==> config.mk <==
export PLATFORM = sky130hd
export DESIGN_NAME = req_issuer
export DESIGN_NICKNAME = d
export VERILOG_FILES = /design/src/rtl/req_issuer_pkg.sv /design/src/rtl/req_issuer_req_counter.sv /design/src/rtl/req_issuer.sv
export SDC_FILE = /design/constraint.sdc
export NUM_CORES = 1
export LEC_CHECK = 0
export ABC_AREA = 1
export CORE_ASPECT_RATIO = 0.8
export CORE_MARGIN = 2
export CORE_UTILIZATION = 57
export CTS_CLUSTER_SIZE = 8
export DETAILED_ROUTE_END_ITERATION = 12
export PLACE_DENSITY = 0.91
export SLEW_MARGIN = 0
export SYNTH_ARGS = -nofsm -noshare
export SYNTH_HDL_FRONTEND = slang
export SYNTH_SLANG_ARGS = --single-unit
==> constraint.sdc <==
create_clock -name clock -period 4.3 [get_ports clock]
set_input_delay 0.645 -clock clock [delete_from_list [all_inputs] [get_ports clock]]
set_output_delay 0.645 -clock clock [all_outputs]
set_load 0.01 [all_outputs]
==> src/rtl/req_issuer_pkg.sv <==
// Shared types and default sizing for the request issuer and its per-client counters.
package req_issuer_pkg;

  localparam int unsigned N_CLIENTS = 4;
  localparam int unsigned BEATS     = 4;
  localparam int unsigned CNT_W     = 3;

  typedef enum logic [1:0] {
    IDLE,
    ARB,
    BURST
  } state_t;

endpackage

==> src/rtl/req_issuer_req_counter.sv <==
// Saturating up/down pending-job counter for one client; exposes ready/req and the
// request state the counter will hold after the current edge.
module req_counter #(
  parameter int unsigned CNT_W = req_issuer_pkg::CNT_W
) (
  input  logic clock,
  input  logic reset,
  input  logic push,
  input  logic pop,
  output logic job_ready,
  output logic req,
  output logic req_nxt_c
);

  logic [CNT_W-1:0] cnt;
  logic [CNT_W-1:0] cnt_nxt;
  logic             inc;

  assign job_ready = (cnt != '1);
  assign req       = (cnt != '0);
  assign inc       = push & job_ready;
  assign req_nxt_c = (cnt_nxt != '0);

  // Simultaneous push and pop cancel out.
  always_comb begin
    cnt_nxt = cnt;
    if (inc && !pop) begin
      cnt_nxt = cnt + CNT_W'(1);
    end else if (!inc && pop && req) begin
      cnt_nxt = cnt - CNT_W'(1);
    end
  end

  always_ff @(posedge clock or posedge reset) begin
    if (reset) begin
      cnt <= '0;
    end else begin
      cnt <= cnt_nxt;
    end
  end

endmodule

==> src/rtl/req_issuer.sv <==
// Collects per-client jobs, arbitrates through an external priority selector and
// issues one fixed-length bus burst per grant.
module req_issuer #(
  parameter int unsigned N_CLIENTS = req_issuer_pkg::N_CLIENTS,
  parameter int unsigned BEATS     = req_issuer_pkg::BEATS,
  parameter int unsigned CNT_W     = req_issuer_pkg::CNT_W
) (
  input  logic                         clock,
  input  logic                         reset,
  input  logic [N_CLIENTS-1:0]         job_valid,
  output logic [N_CLIENTS-1:0]         job_ready,
  output logic [N_CLIENTS-1:0]         req,
  output logic                         en,
  input  logic [N_CLIENTS-1:0]         gnt,
  output logic                         bus_valid,
  output logic [$clog2(N_CLIENTS)-1:0] bus_id,
  output logic [$clog2(BEATS)-1:0]     bus_beat,
  input  logic                         bus_ready,
  output logic [N_CLIENTS-1:0]         done,
  output logic                         err
);

  import req_issuer_pkg::*;

  localparam int unsigned ID_W   = $clog2(N_CLIENTS);
  localparam int unsigned BEAT_W = $clog2(BEATS);
  localparam logic [BEAT_W-1:0] LAST_BEAT = BEAT_W'(BEATS - 1);

  state_t               state;
  state_t               state_nxt;
  logic [ID_W-1:0]      id_nxt;
  logic [BEAT_W-1:0]    beat_nxt;
  logic [N_CLIENTS-1:0] done_nxt;
  logic                 err_nxt;
  logic [N_CLIENTS-1:0] pop;
  logic [N_CLIENTS-1:0] req_nxt;
  logic                 gnt_onehot_c;
  logic [ID_W-1:0]      gnt_idx_c;

  for (genvar i = 0; i < N_CLIENTS; i++) begin : g_cnt
    req_counter #(
      .CNT_W(CNT_W)
    ) u_cnt (
      .clock    (clock),
      .reset    (reset),
      .push     (job_valid[i]),
      .pop      (pop[i]),
      .job_ready(job_ready[i]),
      .req      (req[i]),
      .req_nxt_c(req_nxt[i])
    );
  end

  // Grant decode: one-hot test and bit index.
  always_comb begin
    gnt_onehot_c = (gnt != '0) && ((gnt & (gnt - N_CLIENTS'(1))) == '0);
    gnt_idx_c    = '0;
    for (int i = 0; i < N_CLIENTS; i++) begin
      if (gnt[i]) begin
        gnt_idx_c = ID_W'(i);
      end
    end
  end

  // Next state, burst tracking and completion/error flags.
  always_comb begin
    state_nxt = state;
    id_nxt    = bus_id;
    beat_nxt  = bus_beat;
    done_nxt  = '0;
    err_nxt   = err;
    pop       = '0;
    unique case (state)
      IDLE: begin
        if (|req) begin
          state_nxt = ARB;
        end
      end
      ARB: begin
        if (gnt == '0) begin
          state_nxt = IDLE;
        end else if (gnt_onehot_c) begin
          id_nxt    = gnt_idx_c;
          beat_nxt  = '0;
          pop       = gnt;
          state_nxt = BURST;
        end else begin
          err_nxt   = 1'b1;
          state_nxt = IDLE;
        end
      end
      BURST: begin
        if (bus_ready) begin
          if (bus_beat == LAST_BEAT) begin
            done_nxt[bus_id] = 1'b1;
            state_nxt        = (|req_nxt) ? ARB : IDLE;
          end else begin
            beat_nxt = bus_beat + BEAT_W'(1);
          end
        end
      end
      default: state_nxt = IDLE;
    endcase
  end

  // en and bus_valid are registered copies of the upcoming state.
  always_ff @(posedge clock or posedge reset) begin
    if (reset) begin
      state     <= IDLE;
      bus_id    <= '0;
      bus_beat  <= '0;
      done      <= '0;
      err       <= 1'b0;
      en        <= 1'b0;
      bus_valid <= 1'b0;
    end else begin
      state     <= state_nxt;
      bus_id    <= id_nxt;
      bus_beat  <= beat_nxt;
      done      <= done_nxt;
      err       <= err_nxt;
      en        <= (state_nxt == ARB);
      bus_valid <= (state_nxt == BURST);
    end
  end

endmodule

==> impl_metrics.tcl, run 1 <==
set metrics [dict create \
    status "finished, final reports clean" \
    vias 1478 \
    final.setup.worst_slack_ns 1.994 \
    holdWs_ns 0.4879 \
    placed_cells 300 \
    syn_to_final_growth_pct 18.10 \
    grt_pass1_wl_mm 5.899 \
    pwr-share-seq 0.324 \
    peakVddDrop_mv 0.3846 \
    seq_area_frac_synth 0.3467 \
    viasPerCell 4.862 \
    cell_internal_pwr_mw 0.6892 \
    cts_sinks 25 \
    drt_iter0_drc 61 \
    io_buffers 29 \
    tightest_slew_ns 0.9559 \
    clkPwrFrac 0.112 \
    synth_edf_count 0 \
    synth_area_per_cell_um2 7.549 \
    cts-hold-fix-buffers 0 \
    seqCellArea_um2 625.6 \
    slew-limit-headroom 0.3620 \
    placed_area_um2 2085 \
    h-tree-depth 1 \
    ant_nets 0 \
    syn_area_um2 1804 \
    core_area_um2 3063 \
    synth_cell_types 28 \
    power_frac_comb 0.564 \
    ctsResizeCount 0 \
    final_util 0.6957 \
    diodes 0 \
    clk_pin_slew_ns 0.09 \
    wire_per_inst_um 11.50 \
    crit_required_ns 3.65 \
    grt_max_degree 26 \
    hold_depth 1 \
    syn_nets 267 \
    multi_input_area_um2 897.1 \
    cp_data_arrival_time_ns 1.66 \
    dp_hpwl_mm 2.814 \
    async_flop_share 1.000 \
    die_height_um 54.32 \
    startpoint "g_cnt[3].u_cnt.cnt[0]" \
    first_pass_iters 4 \
    switching_share 0.4546 \
    grt_antenna_before_repair 0 \
    setup_tns_ns 0 \
    reg2reg_from "g_cnt[0].u_cnt.cnt[1]" \
    num_rows 18 \
    fin_crit_sh 0.5362 \
    min_to "done[2]" \
    power_mw 1.264 \
    p_switching_mw 0.5745 \
    fmax_mhz 433.7 \
    grt_use_total 0.2204 \
    wl_mm 3.496 \
    worst_clock_skew_ns 0.004944 \
    path_class "reg -> out" \
    routabilityCongestion 0.8101 \
    grt_pass1_vias 1400 \
    netlist_instances 239 \
    synth_flop_cell "dfrtp_1" \
    drc_errors 0 \
    start_util 0.5891 \
    fin_crit_ns 2.306 \
    finalNetCount 293 \
    setup.worst_path.start_class "flop" \
    r2r-end "state[0]" \
    min_path_type "reg -> reg" \
    drive_gt1_frac 0.09091 \
    dp_worst_setup_slack_ns 1.743 \
    num_io_pins 30 \
    ys.warnings.count 0 \
    r2r_slack_ns 2.30 \
    max_cap_viol_count 0 \
    hold_viol_final 0 \
    cts_setup_buffers 0 \
    overflow 0 \
    worstRegToRegCells 12 \
    crit_path_end_kind "output pin" \
    fp.dieArea_um2 3634 \
    finalSetupViolCount 0 \
    nFillCells 241 \
    slew_viol_final 0 \
    cts-buffers-inserted 3 \
    fin_area_um2 2131 \
    clock_latency_ns 0.28 \
    p_leak_nw 1.156 \
    cts-root-buf "clkbuf_8" \
    ys_ff_latch 25 \
    cts_tree "yes" \
    min_from "bus_id[0]" \
    cellPowerDensity_nw_per_um2 593.1 \
    stdcell_count 304 \
    clockBufferDepth 2 \
    rsz0062_at_grt "false" \
    worstPathMaxFanout 3 \
    die_x_um 66.90 \
]
layer usage:
layer | wire length [um] | up-vias | track usage | part of all wire
met2 | 1783 | 32 | 0.4133 | 0.51
li1 | - | 768 | - | -
met4 | 25 | 0 | 0.05102 | 0.0072
met3 | 162 | 4 | 0.04321 | 0.046
met1 | 1525 | 674 | 0.2654 | 0.44
met5 | 0 | - | 0 | 0
logic make-up (layout without fill, tap and decap cells):
family / after synthesis / in the layout / share of synthesized area
xor gates and xnor gates: 5 / 5 / 0.02427
DFF: 25 / 25 / 0.3467
AOI/OAI and AO/OA: 20 / 20 / 0.06727
and+or+nand+nor: 105 / 105 / 0.2878
buffers and inverters: 67 / 92 / 0.1560
adders and majority gates: 17 / 17 / 0.1179
cell usage after synthesis (2+ instances only):
master | instances | share of area
inv_1 | 57 | 0.12
a21oi_1 | 6 | 0.017
or2_1 | 2 | 0.0069
nand3_1 | 19 | 0.053
dfrtp_1 | 25 | 0.35
inv_2 | 2 | 0.0042
nand4_1 | 2 | 0.0069
buf_4 | 8 | 0.033
nand3_2 | 3 | 0.017
o21ai_0 | 7 | 0.019
nor2_1 | 18 | 0.037
xor2_1 | 5 | 0.024
nand2_4 | 3 | 0.019
nor2_4 | 3 | 0.019
nor3_1 | 4 | 0.011
nand2_1 | 42 | 0.087
nand2_2 | 6 | 0.021
ha_1 | 17 | 0.12
area by class of cell:
type	instances	share of cell area
multi-input cells	147	0.4210
flip-flops and latches	25	0.2936
repair buffers	29	0.1362
inverters	59	0.1039
well taps	40	0.02349
clock buffers	3	0.01938
clock inverters	1	0.002349
how the worst max path moves through the flow:
stage / endpoint / slack, ns / cells after the start
after floorplan: en / 2.51 / 12
after global placement: state[0] / 1.79 / 13
after detailed placement: state[0] / 1.74 / 13
after CTS: job_ready[1] / 1.99 / 4
after global routing: state[0] / 1.88 / 13
final: job_ready[3] / 1.99 / 4
flip-flops by register name, indices dropped and copies added (netlist names):
| register | flops |
|---|---|
| en | 1 |
| err | 1 |
| state | 2 |
| bus_beat | 2 |
| g_cnt.u_cnt.cnt | 12 |
| done | 4 |
| bus_valid | 1 |
| bus_id | 2 |
placed cells by master, fill, tap and decap left out, drive strengths merged:
| master | count |
|---|---|
| ha | 17 |
| xor2 | 5 |
| clkinv | 1 |
| dfrtp | 25 |
| nand4 | 2 |
| o41ai | 1 |
| nor3 | 4 |
| nor2 | 22 |
| o21ai | 8 |
| and3 | 1 |
| inv | 59 |
| o211ai | 1 |
| clkdlybuf4s50 | 29 |
| or2 | 3 |
| a21oi | 7 |
| o21a | 1 |
| nand2 | 51 |
| nand3 | 22 |
| o21bai | 2 |
| clkbuf | 3 |
power groups by stage:
stage	clock (mW)	sequential, mW	combinational (mW)
after floorplan	0	0.408	0.508
after global placement	0	0.411	0.674
after detailed placement	0	0.415	0.710
after CTS	0.145	0.410	0.719
after global routing	0.157	0.422	0.810
final	0.142	0.410	0.712
critical path, cell delays in order, from the launching register on:
cell	delay (ns)
dfrtp_1	0.42
ha_1	0.21
ha_1	0.17
inv_1	0.07
clkdlybuf4s50_1	0.53
(Power assumes the default switching activity.)
==> run 2, diff against run 1 <==
--- a/config.mk
+++ b/config.mk
@@ -8,10 +8,10 @@
 export ABC_AREA = 1
 export CORE_ASPECT_RATIO = 0.8
 export CORE_MARGIN = 2
-export CORE_UTILIZATION = 57
+export CORE_UTILIZATION = 48
 export CTS_CLUSTER_SIZE = 8
 export DETAILED_ROUTE_END_ITERATION = 12
-export PLACE_DENSITY = 0.91
+export PLACE_DENSITY = 0.82
 export SLEW_MARGIN = 0
 export SYNTH_ARGS = -nofsm -noshare
 export SYNTH_HDL_FRONTEND = slang
==> constraint.sdc (replaced) <==
create_clock -name clock -period 2 [get_ports clock]
set_input_delay 0.3 -clock clock [delete_from_list [all_inputs] [get_ports clock]]
set_output_delay 0.3 -clock clock [all_outputs]
set_load 0.01 [all_outputs]
==> run 2 against run 1 <==
- wire length up 12%
- clock-buffer cell count unchanged
- critical path depth up 10
- clock power up 120%
- via count up 7.6%
- worst hold slack worse by 0.12 ns
- die area up 17%
- combinational power rose to 2.7 times the previous value
- flip-flop and latch count unchanged
- cell area up 14%
- cell count up 9.5%
- critical path type is now reg -> reg
- largest power group unchanged
- highest routed layer unchanged
==> impl_metrics.tcl, run 2 (synthesized netlist as in run 1, its figures left out) <==
set metrics [dict create \
    drc_errors 0 \
    path_class "reg -> reg" \
    layout_common_cells "49 x inv_1, 34 x nand2_1, 27 x buf_4, 25 x dfrtp_1, 20 x clkdlybuf4s50_1" \
    cell_internal_pwr_mw 1.751 \
    cellPowerDensity_nw_per_um2 1287 \
    slew-limit-headroom 0.7224 \
    overflow 0 \
    ant_nets 0 \
    grt_pass1_wl_mm 6.099 \
    status "finished, final reports clean" \
    dp_hpwl_mm 2.895 \
    top_regs "g_cnt.u_cnt.cnt (12), done (4)" \
    io_buffers 29 \
    p_leak_nw 1.317 \
    cts-root-buf "clkbuf_8" \
    clkPwrFrac 0.099 \
    hold_viol_final 0 \
    power_frac_comb 0.621 \
    wl_mm 3.903 \
    clock_latency_ns 0.27 \
    fin_area_um2 2430 \
    fmax_mhz 514.6 \
    worst_clock_skew_ns 0.003996 \
    num_rows 19 \
    largest_reg_flops 12 \
    wire_per_inst_um 11.72 \
    rsz0062_at_grt "true" \
    fp.dieArea_um2 4268 \
    reg2reg_from "g_cnt[2].u_cnt.cnt[0]" \
    placed_cells 321 \
    tightest_slew_ns 0.4111 \
    cts_tree "yes" \
    stdcell_count 333 \
    cts-buffers-inserted 3 \
    clk_pin_slew_ns 0.09 \
    num_io_pins 30 \
    cts_sinks 25 \
    drive_gt1_frac 0.2680 \
    p_switching_mw 1.377 \
    pwr-share-seq 0.280 \
    final.setup.worst_slack_ns 0.05662 \
    placed_area_um2 2230 \
    slew_viol_final 0 \
    layout_commonest_cell "inv_1" \
    routabilityCongestion 0.8935 \
    nFillCells 278 \
    grt_antenna_before_repair 0 \
    peakVddDrop_mv 0.8439 \
    grt_max_degree 26 \
    max_cap_viol_count 0 \
    setup.worst_path.start_class "flop" \
    vias 1590 \
    h-tree-depth 1 \
    cts-hold-fix-buffers 0 \
    core_area_um2 3518 \
    worstPathMaxFanout 4 \
    fin_crit_sh 0.9717 \
    r2r-end "en" \
    drt_iter0_drc 59 \
    grt_pass1_vias 1483 \
    crit_required_ns 2.16 \
    holdWs_ns 0.3717 \
    clockBufferDepth 2 \
    finalSetupViolCount 0 \
    switching_share 0.4401 \
    crit_path_end_kind "flop" \
    diodes 0 \
    min_path_type "in -> async" \
    syn_to_final_growth_pct 34.67 \
    r2r_slack_ns 0.06 \
    first_pass_iters 4 \
    die_x_um 72.55 \
    cp_data_arrival_time_ns 2.10 \
    start_util 0.5128 \
    die_height_um 58.84 \
    finalNetCount 320 \
    largest_register "g_cnt.u_cnt.cnt" \
    fin_crit_ns 1.943 \
    power_mw 3.128 \
    viasPerCell 4.775 \
    grt_use_total 0.1808 \
    worstRegToRegCells 14 \
    dp_worst_setup_slack_ns -0.1763 \
]
## run 2: worst max-delay path by stage
stage                                      from            to  slack [ns]  cells past startpoint
after floorplan           g_cnt[0].u_cnt.cnt[0]            en        0.26                     12
after global placement                   gnt[2]      state[0]       -0.16                     11
after detailed placement                 gnt[2]            en       -0.18                     11
after CTS                 g_cnt[3].u_cnt.cnt[0]  job_ready[3]        0.03                      4
after global routing      g_cnt[2].u_cnt.cnt[0]            en       -0.10                     14
final                     g_cnt[2].u_cnt.cnt[0]            en        0.06                     14
## run 2: what timing repair did
item | 4_1_cts | 5_1_grt
pin swaps | 0 | 11
endpoints found under the setup margin | 1 | 6
setup buffers | 0 | 8
endpoints found under the hold margin | 0 | 0
gates resized for setup | 1 | 37
## run 2: worst max-delay path, stage by stage, from the launching register on
cell and delay [ns]:
dfrtp_1 0.41, ha_1 0.20, ha_1 0.17, inv_1 0.07, nand2_1 0.09, nand2_1 0.09
inv_2 0.06, a21oi_2 0.15, nor2_1 0.07, nor2_2 0.14, nand3_2 0.09, nor2_1 0.12
nand2_1 0.06, nand2_1 0.07, nand2_1 0.05
## run 2: area by class of cell
type / count / area [um^2] / area share
Multi-Input combinational cell: 147 / 969.7 / 0.3991
Sequential cell: 25 / 625.6 / 0.2575
Timing Repair Buffer: 56 / 511.7 / 0.2106
Inverter: 59 / 221.5 / 0.09114
Tap cell: 42 / 52.55 / 0.02163
Clock buffer: 3 / 41.29 / 0.01699
Clock inverter: 1 / 7.507 / 0.003090
## run 2: power by group through the flow
stage                     registers (mW)  clock network, mW  logic (mW)
after global routing               0.902              0.343        2.20
after detailed placement           0.889                  0        1.69
after global placement             0.886                  0        1.64
final                              0.877              0.310        1.94
after CTS                          0.877              0.320        1.70
after floorplan                    0.877                  0        1.09
## run 2: metrics by stage
| step | TNS (ns) | util |
|---|---|---|
| 3_5_place_dp | -0.4264 | 0.6337 |
| 2_1_floorplan | 0 | - |
| 3_3_place_gp | -0.3899 | 0.6337 |
| 4_1_cts | 0 | 0.6472 |
| 6_report | 0 | 0.6906 |
| 5_1_grt | -0.1815 | 0.6906 |
## run 2: metal layers
metal	global-route usage	vias up	part of all wire
li1	-	824	-
met1	0.2424	720	0.45
met2	0.2987	41	0.50
met3	0.03767	5	0.052
met4	0.05026	0	0.0054
met5	0	-	0
==> run 3, diff against run 2 <==
--- a/config.mk
+++ b/config.mk
@@ -15,4 +15,5 @@
 export SLEW_MARGIN = 0
 export SYNTH_ARGS = -nofsm -noshare
 export SYNTH_HDL_FRONTEND = slang
+export SYNTH_HIERARCHICAL = 1
 export SYNTH_SLANG_ARGS = --single-unit
==> run 3 against run 2 <==
- the flow now finishes with violations (setup timing)
- clock skew rose by 0.0021 ns
- sequential power barely moved
- clock power fell by 2%
- flip-flop and latch count did not move
- worst hold slack improved by 0.0074 ns
==> impl_metrics.tcl, run 3 <==
set metrics [dict create \
    synth_common_cells "30 x nand2_1, 29 x inv_1, 25 x dfrtp_1" \
    drt_iter0_drc 81 \
    core_area_um2 3518 \
    multi_input_area_um2 1131 \
    hold_viol_final 0 \
    top_regs "g_cnt.u_cnt/cnt (12), done (4)" \
    viasPerCell 4.801 \
    grt_max_degree 16 \
    synth.most_common_cell "nand2_1" \
    worstPathMaxFanout 5 \
    cp_cell_sequence "inv_2, nand2_4, a21oi_4, nand2_4, nor2_4, nand3b_4, nand3_2, nand2_2, inv_2, nor2_4, nand2_2, nor4_4, o22ai_1" \
    syn_nets 239 \
    fin_crit_ns 2.059 \
    grt_use_total 0.2197 \
    die_x_um 72.74 \
    seqCellArea_um2 625.6 \
    slew_viol_final 0 \
    slowest_stage "dfrtp_1" \
    seq_area_frac_synth 0.3448 \
    clk_pin_slew_ns 0.09 \
    violations "setup timing" \
    grt_pass1_wl_mm 7.327 \
    clock_latency_ns 0.27 \
    tightest_slew_ns 0.4746 \
    max_cap_viol_count 0 \
    finalSetupViolCount 2 \
    first_pass_iters 5 \
    wire_per_inst_um 13.02 \
    layout_commonest_cell "buf_4" \
    cpPeakStageDelay_ns 0.38 \
    fin_area_um2 2586 \
    syn_to_final_growth_pct 42.55 \
    r2r_slack_ns -0.06 \
    grt_antenna_before_repair 0 \
    h-tree-depth 1 \
    dp_hpwl_mm 3.201 \
    grt_pass1_vias 1582 \
    wl_mm 4.194 \
    synthDominantCellAreaShare 0.3448 \
    ant_nets 0 \
    overflow 0 \
    cts-buffers-inserted 3 \
    drive_gt1_frac 0.4179 \
    io_buffers 29 \
    synth_area_per_cell_um2 8.598 \
    p_leak_nw 1.347 \
    cellPowerDensity_nw_per_um2 1356 \
    fin_crit_sh 1.030 \
    syn_area_um2 1814 \
    drc_errors 0 \
    worst_clock_skew_ns 0.006124 \
    ys_ff_latch 25 \
    synth_cell_types 23 \
    cts-root-buf "clkbuf_8" \
    power_mw 3.506 \
    p_switching_mw 1.567 \
    fmax_mhz 485.6 \
    start_util 0.5156 \
    die_height_um 58.99 \
    vias 1546 \
    status "complete, but fails checks" \
    final_util 0.7351 \
    switching_share 0.4471 \
    crit_path_end_kind "flop" \
    cp_data_arrival_time_ns 2.21 \
    path_class "reg -> reg" \
    synth_flop_cell "dfrtp_1" \
    peakVddDrop_mv 0.8171 \
    largest_reg_flops 12 \
    layout_common_cells "35 x buf_4, 26 x inv_1, 25 x nand2_1, 25 x nand2_2, 25 x dfrtp_1" \
    netlist_instances 211 \
    fp.dieArea_um2 4291 \
    cell_internal_pwr_mw 1.938 \
    largest_register "g_cnt.u_cnt/cnt" \
    power_frac_comb 0.663 \
    synth_edf_count 0 \
    synth_top_area_cell "dfrtp_1" \
    setup.worst_path.start_class "flop" \
    async_flop_share 1.000 \
    synth_top_cells_by_area "dfrtp_1 34%, ha_1 12%, nand2_2 7.6%" \
    finalNetCount 309 \
    nFillCells 258 \
    clkPwrFrac 0.087 \
    final.setup.worst_slack_ns -0.05929 \
    num_rows 19 \
    routabilityCongestion 0.8043 \
    r2r-end "en" \
    crit_required_ns 2.15 \
    placed_area_um2 2360 \
    clockBufferDepth 2 \
    pwr-share-seq 0.250 \
    reg2reg_from "state[1]" \
    cts_sinks 25 \
    num_io_pins 30 \
    min_path_type "in -> async" \
    slew-limit-headroom 0.6833 \
    worstRegToRegCells 13 \
    ys.warnings.count 6 \
    diodes 0 \
    rsz0062_at_grt "true" \
    cts_tree "yes" \
]
## run 3: cell types whose count changed after synthesis, moves of 5 or more
cell / previous run / this run
a21oi_1: 6 / 0
buf_4: 8 / 0
inv_1: 57 / 29
inv_2: 2 / 13
nand2_1: 42 / 30
nand2_2: 6 / 22
nand3_1: 19 / 13
nor2_1: 18 / 7
nor2_2: 1 / 9
o21ai_0: 7 / 1
o21ai_1: 1 / 8
xor2_1: 5 / 0
## run 3: worst max path at each step
stage          startpoint        to  cells after the start
6_report         state[1]        en                     13
3_3_place_gp       gnt[1]        en                     13
5_1_grt          state[1]  state[0]                     14
3_5_place_dp       gnt[1]        en                     14
4_1_cts          state[1]        en                     13
2_1_floorplan    state[1]        en                     13
## run 3: cell families (layout without fill, tap and decap cells)
kind of cell / after synthesis / after routing / synth area share
AO/OA/AOI/OAI: 13 / 13 / 0.04069
AND/OR/NAND/NOR: 110 / 110 / 0.3910
XOR/XNOR: 4 / 4 / 0.01931
buffers and inverters: 42 / 111 / 0.08690
flip-flops: 25 / 25 / 0.3448
adder cells (fa/ha/maj): 17 / 17 / 0.1172
## run 3: critical path: cells and delay by family, from the launching register on
kind,cells,cell delay (ns)
and+or+nand+nor,9,1.16
DFF,1,0.38
AOI/OAI and AO/OA,2,0.27
buffers and inverters,2,0.12
## run 3: per-stage QoR
stage / setup TNS [ns] / worst slack (ns) / std cells / hold WS (ns)
floorplan: 0 / 0.01832 / 211 / 0.05364
global placement: -1.383 / -0.6093 / 308 / 0.4898
detailed placement: -1.683 / -0.6969 / 308 / 0.4718
CTS: -0.07364 / -0.03907 / 320 / 0.3841
global route: -0.4247 / -0.2221 / 322 / 0.4042
finish: -0.1169 / -0.05929 / 322 / 0.3791
## run 3: metal layers
metal | routed length, um | vias up | track usage | share of wire
met5 | 0 | - | 0 | 0
met4 | 36 | 0 | 0.02910 | 0.0086
met3 | 151 | 4 | 0.04082 | 0.036
met2 | 2039 | 34 | 0.3844 | 0.49
met1 | 1967 | 712 | 0.2941 | 0.47
li1 | - | 796 | - | -
## run 3: final cells by class
class / instances / share of cell area
Tap cell: 42 / 0.02032
Sequential cell: 25 / 0.2419
Clock inverter: 1 / 0.002903
Clock buffer: 3 / 0.01597
Inverter: 42 / 0.06096
Multi-Input combinational cell: 144 / 0.4373
Timing Repair Buffer: 65 / 0.2206
## run 3: power groups by stage
stage          Clock, mW  Sequential [mW]  Combinational, mW
6_report           0.305            0.875               2.33
5_1_grt            0.331            0.897               2.59
4_1_cts            0.306            0.869               2.28
3_5_place_dp           0            0.871               2.13
3_3_place_gp           0            0.863               2.07
2_1_floorplan          0            0.897               1.29
## run 3: repair_timing
item,4_1_cts,5_1_grt
gates resized for setup,29,10
pin swaps,15,7
hold buffers,0,0
buffers inserted,8,2
setup endpoints to repair,5,7
